**config.mk**
```make
export PLATFORM = sky130hd
export DESIGN_NAME = alu_exec_unit
export DESIGN_NICKNAME = d
export VERILOG_FILES = /design/src/rtl/alu_exec_unit.sv
export SDC_FILE = /design/constraint.sdc
export NUM_CORES = 1
export LEC_CHECK = 0
export CORE_MARGIN = 1.5
export CORE_UTILIZATION = 45
export DETAILED_ROUTE_END_ITERATION = 10
export GPL_TIMING_DRIVEN = 0
export MAX_ROUTING_LAYER = met4
export PLACE_DENSITY = 0.66
export SLEW_MARGIN = 20
export SYNTH_ARGS = -nofsm -noshare
export SYNTH_HDL_FRONTEND = slang
export SYNTH_SLANG_ARGS = --single-unit
```
**constraint.sdc**
```tcl
create_clock -name clk_i -period 5.07 [get_ports clk_i]
set_clock_uncertainty 0.2 [all_clocks]
set_input_delay 1.014 -clock clk_i [delete_from_list [all_inputs] [get_ports clk_i]]
set_output_delay 1.014 -clock clk_i [all_outputs]
set_load 0.05 [all_outputs]
```
**src/rtl/alu_exec_unit.sv**
```systemverilog
// Multi-cycle ALU execute unit with an iterative (1 bit/cycle) logical right shifter.
// Define ALU_FAST_SHIFT_EN to use a single-cycle barrel shifter for SRL/SRLV instead.
module alu_exec_unit #(
  parameter int WIDTH   = 32,
  parameter int SHAMT_W = 5
) (
  input  logic               clk_i,
  input  logic               rst_i,
  input  logic               start_i,
  input  logic [3:0]         ctrl_i,
  input  logic [WIDTH-1:0]   src1_i,
  input  logic [WIDTH-1:0]   src2_i,
  input  logic [SHAMT_W-1:0] shamt_i,
  output logic               busy_o,
  output logic               done_o,
  output logic [WIDTH-1:0]   result_o,
  output logic               zero_o,
  output logic               illegal_o
);

  typedef enum logic [3:0] {
    OP_AND   = 4'd0,
    OP_OR    = 4'd1,
    OP_NAND  = 4'd2,
    OP_NOR   = 4'd3,
    OP_ADDU  = 4'd4,
    OP_SUBU  = 4'd5,
    OP_SLT   = 4'd6,
    OP_EQUAL = 4'd7,
    OP_SRL   = 4'd8,
    OP_SRLV  = 4'd9
  } op_e;

  typedef enum logic [1:0] {
    S_IDLE,
    S_SHIFT,
    S_DONE
  } state_e;

  localparam logic [SHAMT_W-1:0] CNT_ONE = SHAMT_W'(1);

  state_e             state;
  logic [WIDTH-1:0]   opnd;
  logic [WIDTH-1:0]   opnd_nxt;
  logic [SHAMT_W-1:0] cnt;

  logic [WIDTH-1:0]   alu_res;
  logic               alu_illegal;
  logic               shift_op;
  logic [SHAMT_W-1:0] shift_amt;
  logic               start_iter;

  assign opnd_nxt = opnd >> 1;

  always_comb begin
    alu_res     = '0;
    alu_illegal = 1'b0;
    shift_op    = 1'b0;
    shift_amt   = '0;
    start_iter  = 1'b0;
    case (ctrl_i)
      OP_AND:   alu_res = src1_i & src2_i;
      OP_OR:    alu_res = src1_i | src2_i;
      OP_NAND:  alu_res = ~(src1_i & src2_i);
      OP_NOR:   alu_res = ~(src1_i | src2_i);
      OP_ADDU:  alu_res = src1_i + src2_i;
      OP_SUBU:  alu_res = src1_i - src2_i;
      OP_SLT:   alu_res = {{(WIDTH-1){1'b0}}, $signed(src1_i) < $signed(src2_i)};
      OP_EQUAL: alu_res = {{(WIDTH-1){1'b0}}, src1_i == src2_i};
      OP_SRL: begin
        shift_op  = 1'b1;
        shift_amt = shamt_i;
      end
      OP_SRLV: begin
        shift_op  = 1'b1;
        shift_amt = src1_i[SHAMT_W-1:0];
      end
      default:  alu_illegal = 1'b1;
    endcase
`ifdef ALU_FAST_SHIFT_EN
    if (shift_op) alu_res = src2_i >> shift_amt;
`else
    // A zero-count shift completes directly with the unshifted operand.
    if (shift_op) alu_res = src2_i;
    start_iter = shift_op && (shift_amt != '0);
`endif
  end

  always_ff @(posedge clk_i) begin
    if (rst_i) begin
      state     <= S_IDLE;
      busy_o    <= 1'b0;
      done_o    <= 1'b0;
      result_o  <= '0;
      zero_o    <= 1'b1;
      illegal_o <= 1'b0;
      cnt       <= '0;
      opnd      <= '0;
    end else begin
      case (state)
        S_IDLE: begin
          done_o <= 1'b0;
          if (start_i) begin
            busy_o <= 1'b1;
            if (start_iter) begin
              state <= S_SHIFT;
              opnd  <= src2_i;
              cnt   <= shift_amt;
            end else begin
              state     <= S_DONE;
              done_o    <= 1'b1;
              result_o  <= alu_res;
              zero_o    <= (alu_res == '0);
              illegal_o <= alu_illegal;
            end
          end
        end
        S_SHIFT: begin
          // The final shift and the move to DONE share an edge, giving n+1 latency.
          opnd <= opnd_nxt;
          cnt  <= cnt - CNT_ONE;
          if (cnt == CNT_ONE) begin
            state     <= S_DONE;
            done_o    <= 1'b1;
            result_o  <= opnd_nxt;
            zero_o    <= (opnd_nxt == '0);
            illegal_o <= 1'b0;
          end
        end
        S_DONE: begin
          state  <= S_IDLE;
          busy_o <= 1'b0;
          done_o <= 1'b0;
        end
        default: begin
          state  <= S_IDLE;
          busy_o <= 1'b0;
          done_o <= 1'b0;
        end
      endcase
    end
  end

endmodule

```
* Yosys cells after proc, flatten, opt, wreduce, memory -nomap -nowiden *
Cells that the tools add are included.

cells by class
  add/sub/neg operators = 3
  multiply operators = 0
  divide/modulo/power cells = 0
  magnitude comparators = 1
  eq/ne operators = 16
  shift operators = 0
  muxes and demuxes = 33
  bitwise gates (word level) = 5
  reductions and logical operators = 13

operator list
  cell                                                                 number
  32-bit one-hot mux with 8 select lines                               1
  32-bit 2-to-1 mux                                                    6
  32-bit one-hot mux with 2 select lines                               2
  32-bit logical NOT                                                   2
  32-bit inverter                                                      2
  32-bit adder                                                         1
  32-bit AND                                                           1
  32-bit == test                                                       1
  32-bit less-than comparator                                          1
  32-bit OR                                                            1
  32-bit subtractor                                                    1
  5-bit one-hot mux with 2 select lines                                2
  4-bit by 3-bit == test with 1-bit output (second input constant)     4
  1-bit 2-to-1 mux                                                     12
  5-bit 2-to-1 mux                                                     2
  10-bit OR reduction                                                  1
  4-bit by 2-bit == test with 1-bit output (second input constant)     2
  4-bit == test (second input constant)                                2
  2-bit != test (second input constant)                                4
  1-bit one-hot mux with 2 select lines                                4
  2-bit 2-to-1 mux                                                     3
  5-bit by 1-bit == test with 1-bit output (second input constant)     1
  5-bit nonzero test                                                   1
  5-bit by 1-bit subtractor with 5-bit output (second input constant)  1
  other kinds (12)                                                     13

storage, ports and cells
  flip-flop bits (word level) = 75
  latch bits = 0
  bits in writable memories = 0
  ROM bits = 0
  input bits = 76
  output and inout port bits = 36
  logic and storage cells = 79
  memories = 0

* Logic depth before layout (Yosys ltp) *
Gate-level depths: netlist (run 1).

  word-level depth = 8
  gate-level depth with buffers = 15
  mapped depth without buffers = 15

* Worst setup path before layout (run 1) *
OpenSTA, ideal clock, no wires.

  kind = input to register
  start point = input src1_i[0]
  end point = register zero_o
  library setup time = 0.084 ns
  arrival = 3.925 ns
  required time = 4.786 ns
  setup slack = 0.860 ns
  stages on the path = 13
  path buffers = 0
  path through = ha_1 fa_1 a21o_1 a221o_1 a311oi_2 o21ai_1 nand2_1 mux2i_1 o21ai_1 or4b_1 nor4_2 nand4_1 o31ai_2

on the way
  cells in the longest elaborated chain, start to end = 8
  elaborated cells between the ends (all ways) = 19
  classes of those cells = 2 x add/sub; 1 x order compare; 2 x eq/ne; 6 x mux; 4 x bitwise; 4 x reduce/logical

ends and longest elaborated chain
  what                                                                       line  text
  start, declared                                                            11    input logic [WIDTH-1:0] src1_i,
  parallel branches: the longest is 8 deep, another holds 32-bit subtractor  n/a
  end signal, assigned                                                       113   zero_o <= (alu_res == '0);
  end signal, assigned                                                       126   zero_o <= (opnd_nxt == '0);
  end, declared                                                              17    output logic zero_o,

Several ways; the timed one is not identified. The select of a mux whose other input is x is not followed.
A chain may end at the register's enable or synchronous reset.

* Final worst setup path (run 1) *
  start point = input src2_i[0]
  end point = register zero_o

on the way
  cells in the longest elaborated chain, start to end = 8
  elaborated cells between the ends (all ways) = 14
  classes of those cells = 2 x add/sub; 1 x order compare; 1 x eq/ne; 5 x mux; 4 x bitwise; 1 x reduce/logical

ends and longest elaborated chain
  what                                                                       line  text
  start, declared                                                            12    input logic [WIDTH-1:0] src2_i,
  parallel branches: the longest is 3 deep, another holds 32-bit subtractor  n/a
  32-bit 2-to-1 mux *                                                        84    if (shift_op) alu_res = src2_i;
  32-bit logical NOT *                                                       113
  1-bit 2-to-1 mux *                                                         105   if (start_iter) begin
  1-bit 2-to-1 mux *                                                         103   if (start_i) begin
  1-bit one-hot mux with 2 select lines *                                    100   case (state)

Every way passes the cells marked *. The select of a mux whose other input is x is not followed.

==> flow_summary_export.csv, run 1 <==
group,metric,value,unit
run_status,status,"finished with violations",
run_status,violations,"negative setup slack",
clock_tree,clkTransAtPathRegs,0.06,ns
pwr,p_leak,4.66,nW
synth,netlist_area,9550,µm²
floorplanning,dieArea,22100,µm²
pwr,cellPowerDensity,218,nW/µm²
routing,wl_met3,4550,µm
routing,first_iter_violations,1277,
worst_setup_path,r2r_slack,1.63,ns
synth,postSynthAreaPerCell,6.93,µm²
clock_tree,worstSkewPairLatency,0.33,ns
finish,postLayoutCellArea,11400,µm²
synth,ys.flop_type,"dfxtp_1",
finish,final_cells,1780,
sta,slew_headroom,21.2,%
placement,placed_area,11000,µm²
clock_tree,clock_sinks,74,
finish,nets,1680,
finish,multiInputGateArea,7330,µm²
global_route,grt_max_degree,13,
worst_setup_path,startpoint_type,"input pin",
finish,final.fill_count,2129,
sta,worst_pin_slew,1.18,ns
global_route,overflow,0,
routing,finalWirelength,44600,µm
routing,routed.top_layer,"met4",
finish,seq_area,1480,µm²
clock_tree,h-tree-depth,3,
floorplanning,fp.dieW,149,µm
synth,synth_nets,1558,
sta,rsz0062_at_grt,"yes",
sta,slew_viol_final,0,
placement,port_buffers,109,
finish,antennaDiodeCount,0,
clock_tree,cts_made_buffers,9,
global_route,antenna_found_initial,0,
hold_path,min_path_type,"flop to flop",
sta,post-route-period-util,101,%
worst_setup_path,cp.required,5.12,ns
clock_tree,tritoncts,"yes",
pwr,peakVddDrop,0.164,mV
synth,synthArstFlopShare,0,%
worst_setup_path,critical_path_class,"input pin to flop",
routing,met1Wirelength,18900,µm
routing,vias_per_cell,6.47,
clock_tree,ctsHoldBuffers,0,
worst_setup_path,worstPathArrival,5.16,ns
sta,setup_violations,1,
synth,synth_edf_count,0,
sta,min_period,5.11,ns
routing,ant_nets,0,
synth,synth.distinct_cells,87,
worst_setup_path,end_kind,"flop",
worst_setup_path,crit_path_cell_trace,"clkdlybuf4s50_1 > ha_1 > fa_1 > a21o_1 > a221o_2 > a311oi_2 > o21ai_2 > a31o_1 > and2_1 > or3_1 > a31oi_2 > nor4b_2 > nand4_1 > o31ai_2",
clock_tree,root_buffer,"clkbuf_16",
pwr,power,0.00249,W
placement,dp_cells,1763,
synth,yosys_warnings,0,
global_route,groute.usage.overall,40.6,%
routing,dr_total_vias,11500,
routing,route.detailed.wl_per_inst,25.0,µm
global_route,grt_pass1_wl,64800,µm
worst_setup_path,slowest_delay,0.55,ns
floorplanning,ios,112,
floorplanning,num_rows,53,
synth,synth-seq-area-share,15.5,%
finish,drive_above_1_share,6.38,%
synth,syn-instance-count,1379,
synth,synth_seq_cells,74,
floorplanning,start_util,45.7,%
routing,firstDrtPassIters,5,
placement,place_congestion,1.04,
clock_tree,cts_buffer_depth,2,
routing,drc,0,
worst_setup_path,crit_buf_inv,1,
finish,syn2layout_area_growth,19.5,%
routing,wl_met2,18600,µm
worst_setup_path,critical_path.slowest_cell,"clkdlybuf4s50_1",
floorplanning,die_h,149,µm
placement,hpwl,35500,µm
sta,hold_viol,0,
global_route,grt_pass1_vias,10300,
sta,setup_ws,-0.0358,ns
run,cap_violations,0,
worst_setup_path,critPathTopFamily,"compound AO/OA/AOI/OAI gates",
worst_setup_path,cp_max_fo,5,
sta,max_freq,196,MHz
floorplanning,coreArea,20900,µm²
where the power goes:
group / switching [W] / internal [W]
sequential: 0.0000274 / 0.000616
clock: 0.000249 / 0.000427
combinational: 0.000766 / 0.000408
per-stage QoR:
step                      setup TNS (ns)  util [%]  hold slack, ns  setup WS, ns
after floorplan                        0         -           0.269         0.860
after global placement             -5.68      52.6           0.240        -0.740
after detailed placement           -5.74      52.6           0.246        -0.749
after CTS                              0      54.2           0.254       0.00284
after global routing             -0.0621      54.7           0.279       -0.0621
final                            -0.0358      54.7           0.252       -0.0358
synth_stat cells, drive strengths merged (6+ instances only):
| library cell | number | area [µm²] |
|---|---|---|
| a2111oi | 6 | 58.8 |
| xnor2 | 42 | 368 |
| o21ai | 79 | 403 |
| nand2 | 158 | 596 |
| o31a | 7 | 62.6 |
| a311oi | 34 | 304 |
| clkbuf | 68 | 255 |
| nor4 | 23 | 171 |
| a221oi | 22 | 199 |
| a211o | 8 | 70.1 |
| nor2b | 16 | 100 |
| and2 | 8 | 50.1 |
| o21a | 7 | 52.6 |
| a21oi | 92 | 460 |
| or3 | 8 | 55.1 |
| inv | 104 | 390 |
| nor2 | 166 | 623 |
| a22oi | 24 | 180 |
| a211oi | 20 | 160 |
| a21o | 23 | 173 |
| or2 | 6 | 37.5 |
| nand4 | 12 | 75.1 |
| nand2b | 12 | 75.1 |
| ha | 101 | 1260 |
| and3 | 9 | 56.3 |
| mux2i | 12 | 120 |
| o21bai | 10 | 75.1 |
| o211ai | 10 | 75.1 |
| dfxtp | 74 | 1480 |
| a31o | 8 | 70.1 |
| o31ai | 12 | 95.1 |
| o22ai | 8 | 50.1 |
| nand3 | 27 | 135 |
| o221ai | 6 | 52.6 |
| buf | 32 | 183 |
| a31oi | 14 | 87.6 |
| nor3 | 36 | 191 |
sequential cells by signal (all words and copies together), names as in the netlist:
| name | count |
|---|---|
| result_o | 32 |
| busy_o | 1 |
| state | 2 |
| done_o | 1 |
| illegal_o | 1 |
| zero_o | 1 |
| opnd | 31 |
| cnt | 5 |
final cells by class:
| type | count | area share (%) |
|---|---|---|
| Clock buffer | 10 | 2.01 |
| Inverter | 104 | 3.42 |
| Timing Repair Buffer | 111 | 9.75 |
| Multi-Input combinational cell | 1101 | 64.2 |
| Buffer | 100 | 3.91 |
| Tap cell | 275 | 3.01 |
| Sequential cell | 74 | 13.0 |
| Clock inverter | 5 | 0.701 |
what timing repair did:
item | CTS | global route
gates resized for setup | 7 | 30
buffers inserted | 2 | 0
endpoints found under the setup margin | 5 | 3
pin swaps | 1 | 1
logic make-up after synthesis:
group / count (synthesis) / share of synthesized area (%)
buffers and inverters: 204 / 8.67
and+or+nand+nor: 506 / 24.8
xor gates and xnor gates: 47 / 4.31
adders and majority gates: 103 / 13.7
muxes: 13 / 1.38
AOI/OAI and AO/OA: 432 / 31.7
DFF: 74 / 15.5
placed cells by master (no fill, tap or decap), types with 9 or more instances in the layout:
cell type / n
a211oi_1: 18
a21o_1: 23
a21oi_1: 91
a221oi_1: 21
a22oi_1: 24
a311oi_1: 32
a31oi_1: 12
and3_1: 9
buf_2: 20
clkbuf_1: 62
clkbuf_16: 9
clkdlybuf4s50_1: 103
dfxtp_1: 74
ha_1: 101
inv_1: 102
mux2i_1: 12
nand2_1: 157
nand2b_1: 12
nand3_1: 27
nand4_1: 12
nor2_1: 165
nor2b_1: 15
nor3_1: 33
nor4_1: 19
o211ai_1: 10
o21ai_0: 66
o21ai_1: 9
o21bai_1: 10
o31ai_1: 10
xnor2_1: 42
final timing paths:
| check | startpoint | to | depth (start not counted) |
|---|---|---|---|
| worst max register to register | cnt[0]$_SDFFE_PP0P_ | zero_o$_SDFFE_PP1P_ | 10 |
| worst min register to register | result_o[2]$_SDFFE_PP0P_ | result_o[2]$_SDFFE_PP0P_ | 2 |
| worst min-delay path | result_o[2]$_SDFFE_PP0P_ | result_o[2]$_SDFFE_PP0P_ | 2 |
| worst max-delay path | src2_i[0] | zero_o$_SDFFE_PP1P_ | 14 |
routing by layer:
metal  GRT usage [%]  vias up
met2            58.4      738
met4            18.6        0
met1            55.0     5428
li1                -     5231
met3            7.27      125
met5               -        -
tightest hold or removal path, stage by stage (launching register included):
cell and delay (ns):
dfxtp_1 0.31, nand2_1 0.05, a21oi_1 0.05
No activity file was read; power rests on OpenSTA's default activity.
==> run 2, diff against run 1 <==
--- a/config.mk
+++ b/config.mk
@@ -5,6 +5,7 @@
 export SDC_FILE = /design/constraint.sdc
 export NUM_CORES = 1
 export LEC_CHECK = 0
+export ABC_AREA = 1
 export CORE_MARGIN = 1.5
 export CORE_UTILIZATION = 45
 export DETAILED_ROUTE_END_ITERATION = 10
==> flow_summary_export.csv, run 2 <==
group,metric,value,unit
floorplanning,start_util,45.7,%
worst_setup_path,slowest_delay,0.70,ns
synth,synth.distinct_cells,45,
synth,yosysTopAreaCell,"nand2_1",
clock_tree,post_cts_buffers,0,
synth,synth_edf_count,0,
worst_setup_path,cp_common_cell,"nand2_1",
routing,routed.top_layer,"met4",
worst_setup_path,critical_path_class,"input pin to flop",
routing,wl_met3,2500,µm
clock_tree,tritoncts,"yes",
finish,antennaDiodeCount,0,
synth,synthDominantCellAreaShare,18.7,%
worst_setup_path,end_kind,"flop",
finish,final.fill_count,2431,
hold_path,hold_start,"result_o[31]$_SDFFE_PP0P_",
worst_setup_path,worstPathArrival,4.29,ns
synth,synth_area_leaders,"nand2_1 19%, dfxtp_1 14%, ha_1 12%, inv_1 10%, nand3_1 8.8%",
hold_path,whs_endpoint,"result_o[31]$_SDFFE_PP0P_",
synth,synthTopCellsByCount,"513 x nand2_1, 280 x inv_1, 190 x nor2_1",
placement,hpwl,36100,µm
synth,ys.flop_type,"dfxtp_1",
clock_tree,ctsHoldBuffers,0,
global_route,grt_pass1_vias,11500,
pwr,p_leak,5.91,nW
clock_tree,cts_made_buffers,9,
worst_setup_path,crit_path_cell_trace,"clkdlybuf4s50_1 > inv_1 > ha_1 > buf_2 > nor2_1 > nand2_1 > nor2_1 > nand2_1 > nand3_1 > nand3_1 > nand3_1 > nand2_1 > nand3_1 > nand3_1 > nor2_1 > nand2_1 > nor2_1 > nand3_1 > nand2_1 > nand2_1 > nand2_1",
synth,synth_nets,1997,
routing,drc,0,
placement,place_congestion,1.07,
pwr,peakVddDrop,0.212,mV
sta,slew_headroom,29.4,%
synth,netlist_area,10300,µm²
routing,dr_total_vias,12500,
routing,vias_per_cell,5.61,
sta,hold_viol,0,
sta,setup_violations,0,
worst_setup_path,startpoint_type,"input pin",
worst_setup_path,r2r_slack,2.28,ns
placement,port_buffers,109,
floorplanning,num_rows,55,
finish,nets,2117,
finish,mostFrequentLayoutCell,"nand2_1",
synth,synth_seq_cells,74,
worst_setup_path,path_depth,21,
run_status,status,"finished clean",
finish,drive_above_1_share,6.02,%
clock_tree,worstSkewPairLatency,0.34,ns
synth,synth.most_common_cell,"nand2_1",
global_route,grt_max_degree,14,
synth,postSynthAreaPerCell,5.65,µm²
synth,yosys_warnings,0,
routing,ant_nets,0,
sta,setup_tns,0,ns
sta,post-route-period-util,83.1,%
routing,firstDrtPassIters,5,
worst_setup_path,crit_buf_inv,3,
floorplanning,fp.dieW,154,µm
global_route,overflow,0,
global_route,groute.usage.overall,36.9,%
clock_tree,cts_buffer_depth,2,
finish,syn2layout_area_growth,17.0,%
worst_setup_path,cp.required,5.15,ns
worst_setup_path,reg2reg_from,"state[0]$_SDFFE_PP0P_",
sta,worst_pin_slew,1.06,ns
synth,synthArstFlopShare,0,%
worst_setup_path,critPathTopFamily,"simple AND/OR/NAND/NOR gates",
floorplanning,ios,112,
synth,synth-seq-area-share,14.4,%
finish,reg.largest.list,"result_o (32), opnd (31), cnt (5)",
finish,largest_register_ffs,32,
clock_tree,h-tree-depth,3,
worst_setup_path,r2r_cells,7,
finish,layout_common_cells,"513 x nand2_1, 280 x inv_1, 190 x nor2_1",
run,cap_violations,0,
routing,met1Wirelength,18700,µm
routing,finalWirelength,43100,µm
sta,slew_viol_final,0,
sta,min_period,4.21,ns
worst_setup_path,critical_path.slowest_cell,"clkdlybuf4s50_1",
finish,regMostFlops,"result_o",
routing,first_iter_violations,1177,
worst_setup_path,r2r_end,"result_o[29]$_SDFFE_PP0P_",
pwr,power,0.00297,W
sta,max_freq,237,MHz
floorplanning,die_h,154,µm
global_route,grt_pass1_wl,65000,µm
global_route,antenna_found_initial,0,
routing,wl_met2,20100,µm
floorplanning,coreArea,22500,µm²
routing,route.detailed.wl_per_inst,19.4,µm
clock_tree,root_buffer,"clkbuf_16",
hold_path,min_delay_path_depth,2,
synth,syn-instance-count,1818,
pwr,cellPowerDensity,247,nW/µm²
worst_setup_path,cp_max_fo,8,
clock_tree,clock_sinks,74,
clock_tree,cts_resized,0,
hold_path,min_path_type,"flop to flop",
sta,rsz0062_at_grt,"no",
clock_tree,clkTransAtPathRegs,0.06,ns
floorplanning,dieArea,23800,µm²
==> run 2: cell count changes in the layout (fill, tap and decap cells not counted), sizes merged, moves of 28 or more <==
cell / change
a311oi: -34
a31oi: +28
clkbuf: -48
inv: +191
nand2: +368
nand3: +155
nand4: +29
nor2: +36
xnor2: -40
==> run 2: final cells by class <==
cell class / instances / area (µm²) / area share (%)
clock buffer: 10 / 229 / 1.90
inverter: 298 / 1130 / 9.40
sequential: 74 / 1480 / 12.3
multi-input combinational: 1372 / 7210 / 60.0
timing repair buffer: 109 / 1090 / 9.07
tap: 285 / 357 / 2.97
buffer: 74 / 458 / 3.81
clock inverter: 6 / 67.6 / 0.562
==> run 2: worst max-delay path by stage <==
stage / start / end
2_1_floorplan: src1_i[0] / zero_o$_SDFFE_PP1P_
3_3_place_gp: src2_i[1] / zero_o$_SDFFE_PP1P_
3_5_place_dp: src2_i[1] / zero_o$_SDFFE_PP1P_
4_1_cts: src2_i[1] / zero_o$_SDFFE_PP1P_
5_1_grt: src2_i[6] / zero_o$_SDFFE_PP1P_
6_report: src2_i[7] / zero_o$_SDFFE_PP1P_
==> run 2: kinds of logic (layout without fill, tap and decap cells) <==
kind of cell / count (synthesis) / count (layout) / synth area share (%)
compound gates: 286 / 286 / 16.7
flops: 74 / 74 / 14.4
fa+ha+maj: 103 / 103 / 12.7
buf+inv: 372 / 497 / 15.4
xor+xnor: 3 / 3 / 0.256
simple gates: 980 / 980 / 40.5
==> run 2: worst min-delay path, stage by stage (launching register included) <==
cell and delay, ns:
dfxtp_1 0.31, nand2_1 0.06, a21oi_1 0.06
==> run 2: per-layer routing <==
layer / up-vias / global-route usage, %
met1: 5743 / 45.8
met5: - / -
met3: 91 / 3.58
li1: 6163 / -
met2: 513 / 61.3
met4: 0 / 15.2
==> run 2: through the flow <==
stage / instance area (µm²) / util, % / std cells / hold slack [ns] / setup WS, ns
after floorplan: 10300 / - / 1818 / 0.245 / 1.91
after global placement: 11700 / 52.1 / 2212 / 0.257 / 0.598
after detailed placement: 11700 / 52.1 / 2212 / 0.264 / 0.590
after CTS: 12000 / 53.4 / 2228 / 0.272 / 0.917
after global routing: 12000 / 53.4 / 2228 / 0.301 / 0.575
final: 12000 / 53.4 / 2228 / 0.271 / 0.857
==> run 2: report_power, final <==
| part | switching [W] | internal, W | total (W) |
|---|---|---|---|
| sequential | 0.0000701 | 0.000690 | 0.000761 |
| combinational | 0.00106 | 0.000504 | 0.00157 |
| clock | 0.000265 | 0.000382 | 0.000647 |
| total | 0.00140 | 0.00158 | 0.00297 |
==> run 3, diff against run 2 <==
==> constraint.sdc (replaced) <==
create_clock -name clk_i -period 3.9 [get_ports clk_i]
set_clock_uncertainty 0.2 [all_clocks]
set_input_delay 0.78 -clock clk_i [delete_from_list [all_inputs] [get_ports clk_i]]
set_output_delay 0.78 -clock clk_i [all_outputs]
set_load 0.05 [all_outputs]
==> flow_summary_export.csv, run 3 (synthesized netlist as in run 2, its figures left out) <==
group,metric,value,unit
run,cap_violations,0,
global_route,grt_use_met1,45.8,%
finish,reg.largest.list,"result_o (32), opnd (31), cnt (5)",
floorplanning,start_util,45.7,%
global_route,grtUsageMet3,3.58,%
placement,place_congestion,1.07,
clock_tree,clkTransAtPathRegs,0.06,ns
routing,first_iter_violations,1216,
clock_tree,cts_made_buffers,9,
sta,slew_viol_final,0,
worst_setup_path,startpoint_type,"input pin",
clock_tree,worstSkewPairLatency,0.34,ns
pwr,cellPowerDensity,319,nW/µm²
worst_setup_path,r2r_slack,1.04,ns
global_route,busiest_layer,"met2",
worst_setup_path,cp_max_fo,9,
finish,mostFrequentLayoutCell,"nand2_1",
hold_path,whs_endpoint,"result_o[31]$_SDFFE_PP0P_",
sta,hold_viol,0,
worst_setup_path,r2r_cells,7,
finish,drive_above_1_share,7.46,%
global_route,antenna_found_initial,0,
routing,drc,0,
floorplanning,dieArea,23800,µm²
pwr,peakVddDrop,0.278,mV
finish,nets,2119,
clock_tree,clock_sinks,74,
hold_path,hold_start,"result_o[31]$_SDFFE_PP0P_",
routing,ant_nets,0,
pwr,p_leak,6.06,nW
global_route,grt_max_degree,14,
global_route,overflow,0,
hold_path,min_path_type,"flop to flop",
worst_setup_path,worstPathArrival,3.84,ns
routing,vias_per_cell,5.66,
placement,port_buffers,109,
clock_tree,root_buffer,"clkbuf_16",
sta,worst_pin_slew,1.10,ns
finish,fin_util,54.1,%
floorplanning,coreArea,22500,µm²
sta,min_period,3.76,ns
finish,syn2layout_area_growth,18.4,%
finish,largest_register_ffs,32,
placement,dp_cells,2212,
global_route,use_met2,61.3,%
worst_setup_path,cp.required,3.98,ns
routing,finalWirelength,43300,µm
global_route,grt_pass1_wl,65000,µm
sta,max_freq,266,MHz
floorplanning,fp.dieW,154,µm
floorplanning,num_rows,55,
finish,final_cells,2231,
floorplanning,die_h,154,µm
clock_tree,tritoncts,"yes",
clock_tree,h-tree-depth,3,
global_route,groute.usage.overall,36.9,%
sta,setup_violations,0,
worst_setup_path,end_kind,"flop",
sta,slew_headroom,26.4,%
sta,post-route-period-util,96.4,%
worst_setup_path,critical_path_class,"input pin to flop",
floorplanning,ios,112,
clock_tree,cts_buffer_depth,2,
routing,route.detailed.wl_per_inst,19.4,µm
finish,layout_common_cells,"508 x nand2_1, 279 x inv_1, 183 x nor2_1",
finish,regMostFlops,"result_o",
worst_setup_path,r2r_end,"result_o[29]$_SDFFE_PP0P_",
routing,firstDrtPassIters,6,
hold_path,min_delay_path_depth,2,
routing,dr_total_vias,12600,
global_route,grt_pass1_vias,11500,
placement,hpwl,36100,µm
run_status,status,"finished clean",
clock_tree,ctsHoldBuffers,0,
worst_setup_path,reg2reg_from,"state[0]$_SDFFE_PP0P_",
==> run 3: cell count changes in the layout (fill, tap and decap cells not counted), moves of 3 or more <==
| cell | previous run | this run |
|---|---|---|
| dlymetal6s2s_1 | 0 | 12 |
| clkdlybuf4s50_1 | 109 | 95 |
| ha_2 | 0 | 3 |
| nand2_2 | 10 | 14 |
| a21oi_2 | 1 | 4 |
| nand2_1 | 513 | 508 |
| a21oi_1 | 67 | 64 |
| nor2_1 | 190 | 183 |
| nand3_1 | 181 | 177 |
| nand3_2 | 1 | 5 |
| ha_1 | 101 | 98 |
| nor2_2 | 11 | 16 |
==> run 3: per-layer routing <==
layer  routed length (µm)  part of all wire (%)  vias to the layer above
li1                     -                     -                     6162
met5                    0                     0                        -
met3                 2800                   6.5                      101
met2                20100                    46                      560
met4                 2080                   4.8                        0
met1                18400                    42                     5796
==> run 3: worst max-delay path by stage <==
stage          startpoint                   to  slack (ns)  cells after the start
3_5_place_dp    src2_i[1]  zero_o$_SDFFE_PP1P_       -0.35                     22
5_1_grt        src2_i[27]  zero_o$_SDFFE_PP1P_       -0.02                     19
3_3_place_gp    src2_i[1]  zero_o$_SDFFE_PP1P_       -0.34                     22
6_report       src2_i[21]  zero_o$_SDFFE_PP1P_        0.14                     17
2_1_floorplan   src1_i[0]  zero_o$_SDFFE_PP1P_        0.97                     23
4_1_cts         src2_i[7]  zero_o$_SDFFE_PP1P_        0.02                     21
==> run 3: where the power goes <==
group	total [W]	switching (W)	internal (W)
logic	0.00206	0.00139	0.000662
clock network	0.000838	0.000341	0.000497
registers	0.000989	0.0000914	0.000898
total	0.00388	0.00183	0.00206
==> run 3: metrics by stage <==
stage	area (µm²)	total power (W)	setup WS, ns	setup TNS [ns]	hold WS [ns]
after CTS	12000	0.00383	0.0188	0	0.272
final	12200	0.00388	0.142	0	0.270
after floorplan	10300	0.00231	0.975	0	0.245
after global placement	11700	0.00298	-0.338	-1.33	0.257
after detailed placement	11700	0.00299	-0.346	-1.43	0.264
after global routing	12200	0.00409	-0.0247	-0.0247	0.301
==> run 3: final cells by class <==
type                       count  area (µm²)
buffer                        74         458
clock buffer                  10         229
multi-input combinational   1372        7320
antenna                        1        2.50
inverter                     298        1130
fill                        2428       10300
timing repair buffer         111        1130
tap                          285         357
clock inverter                 6        67.6
sequential                    74        1480
==> run 3: timing repair <==
action	4_1_cts	5_1_grt
setup endpoints to repair	1	5
resized for setup	2	43
hold endpoints to repair	0	0
pin swaps	0	2
buffers inserted	0	2
==> run 3: worst max-delay path: stages <==
cell,delay (ns)
clkdlybuf4s50_1,0.59
inv_1,0.10
ha_1,0.28
buf_2,0.19
a21oi_1,0.27
o21ai_0,0.20
a21oi_1,0.30
nand4_1,0.13
nand3_1,0.17
nand4_1,0.22
nor2_1,0.15
nand3_1,0.12
nor2_1,0.11
nand3_1,0.07
nand2_1,0.06
nand2_1,0.04
nand2_1,0.05
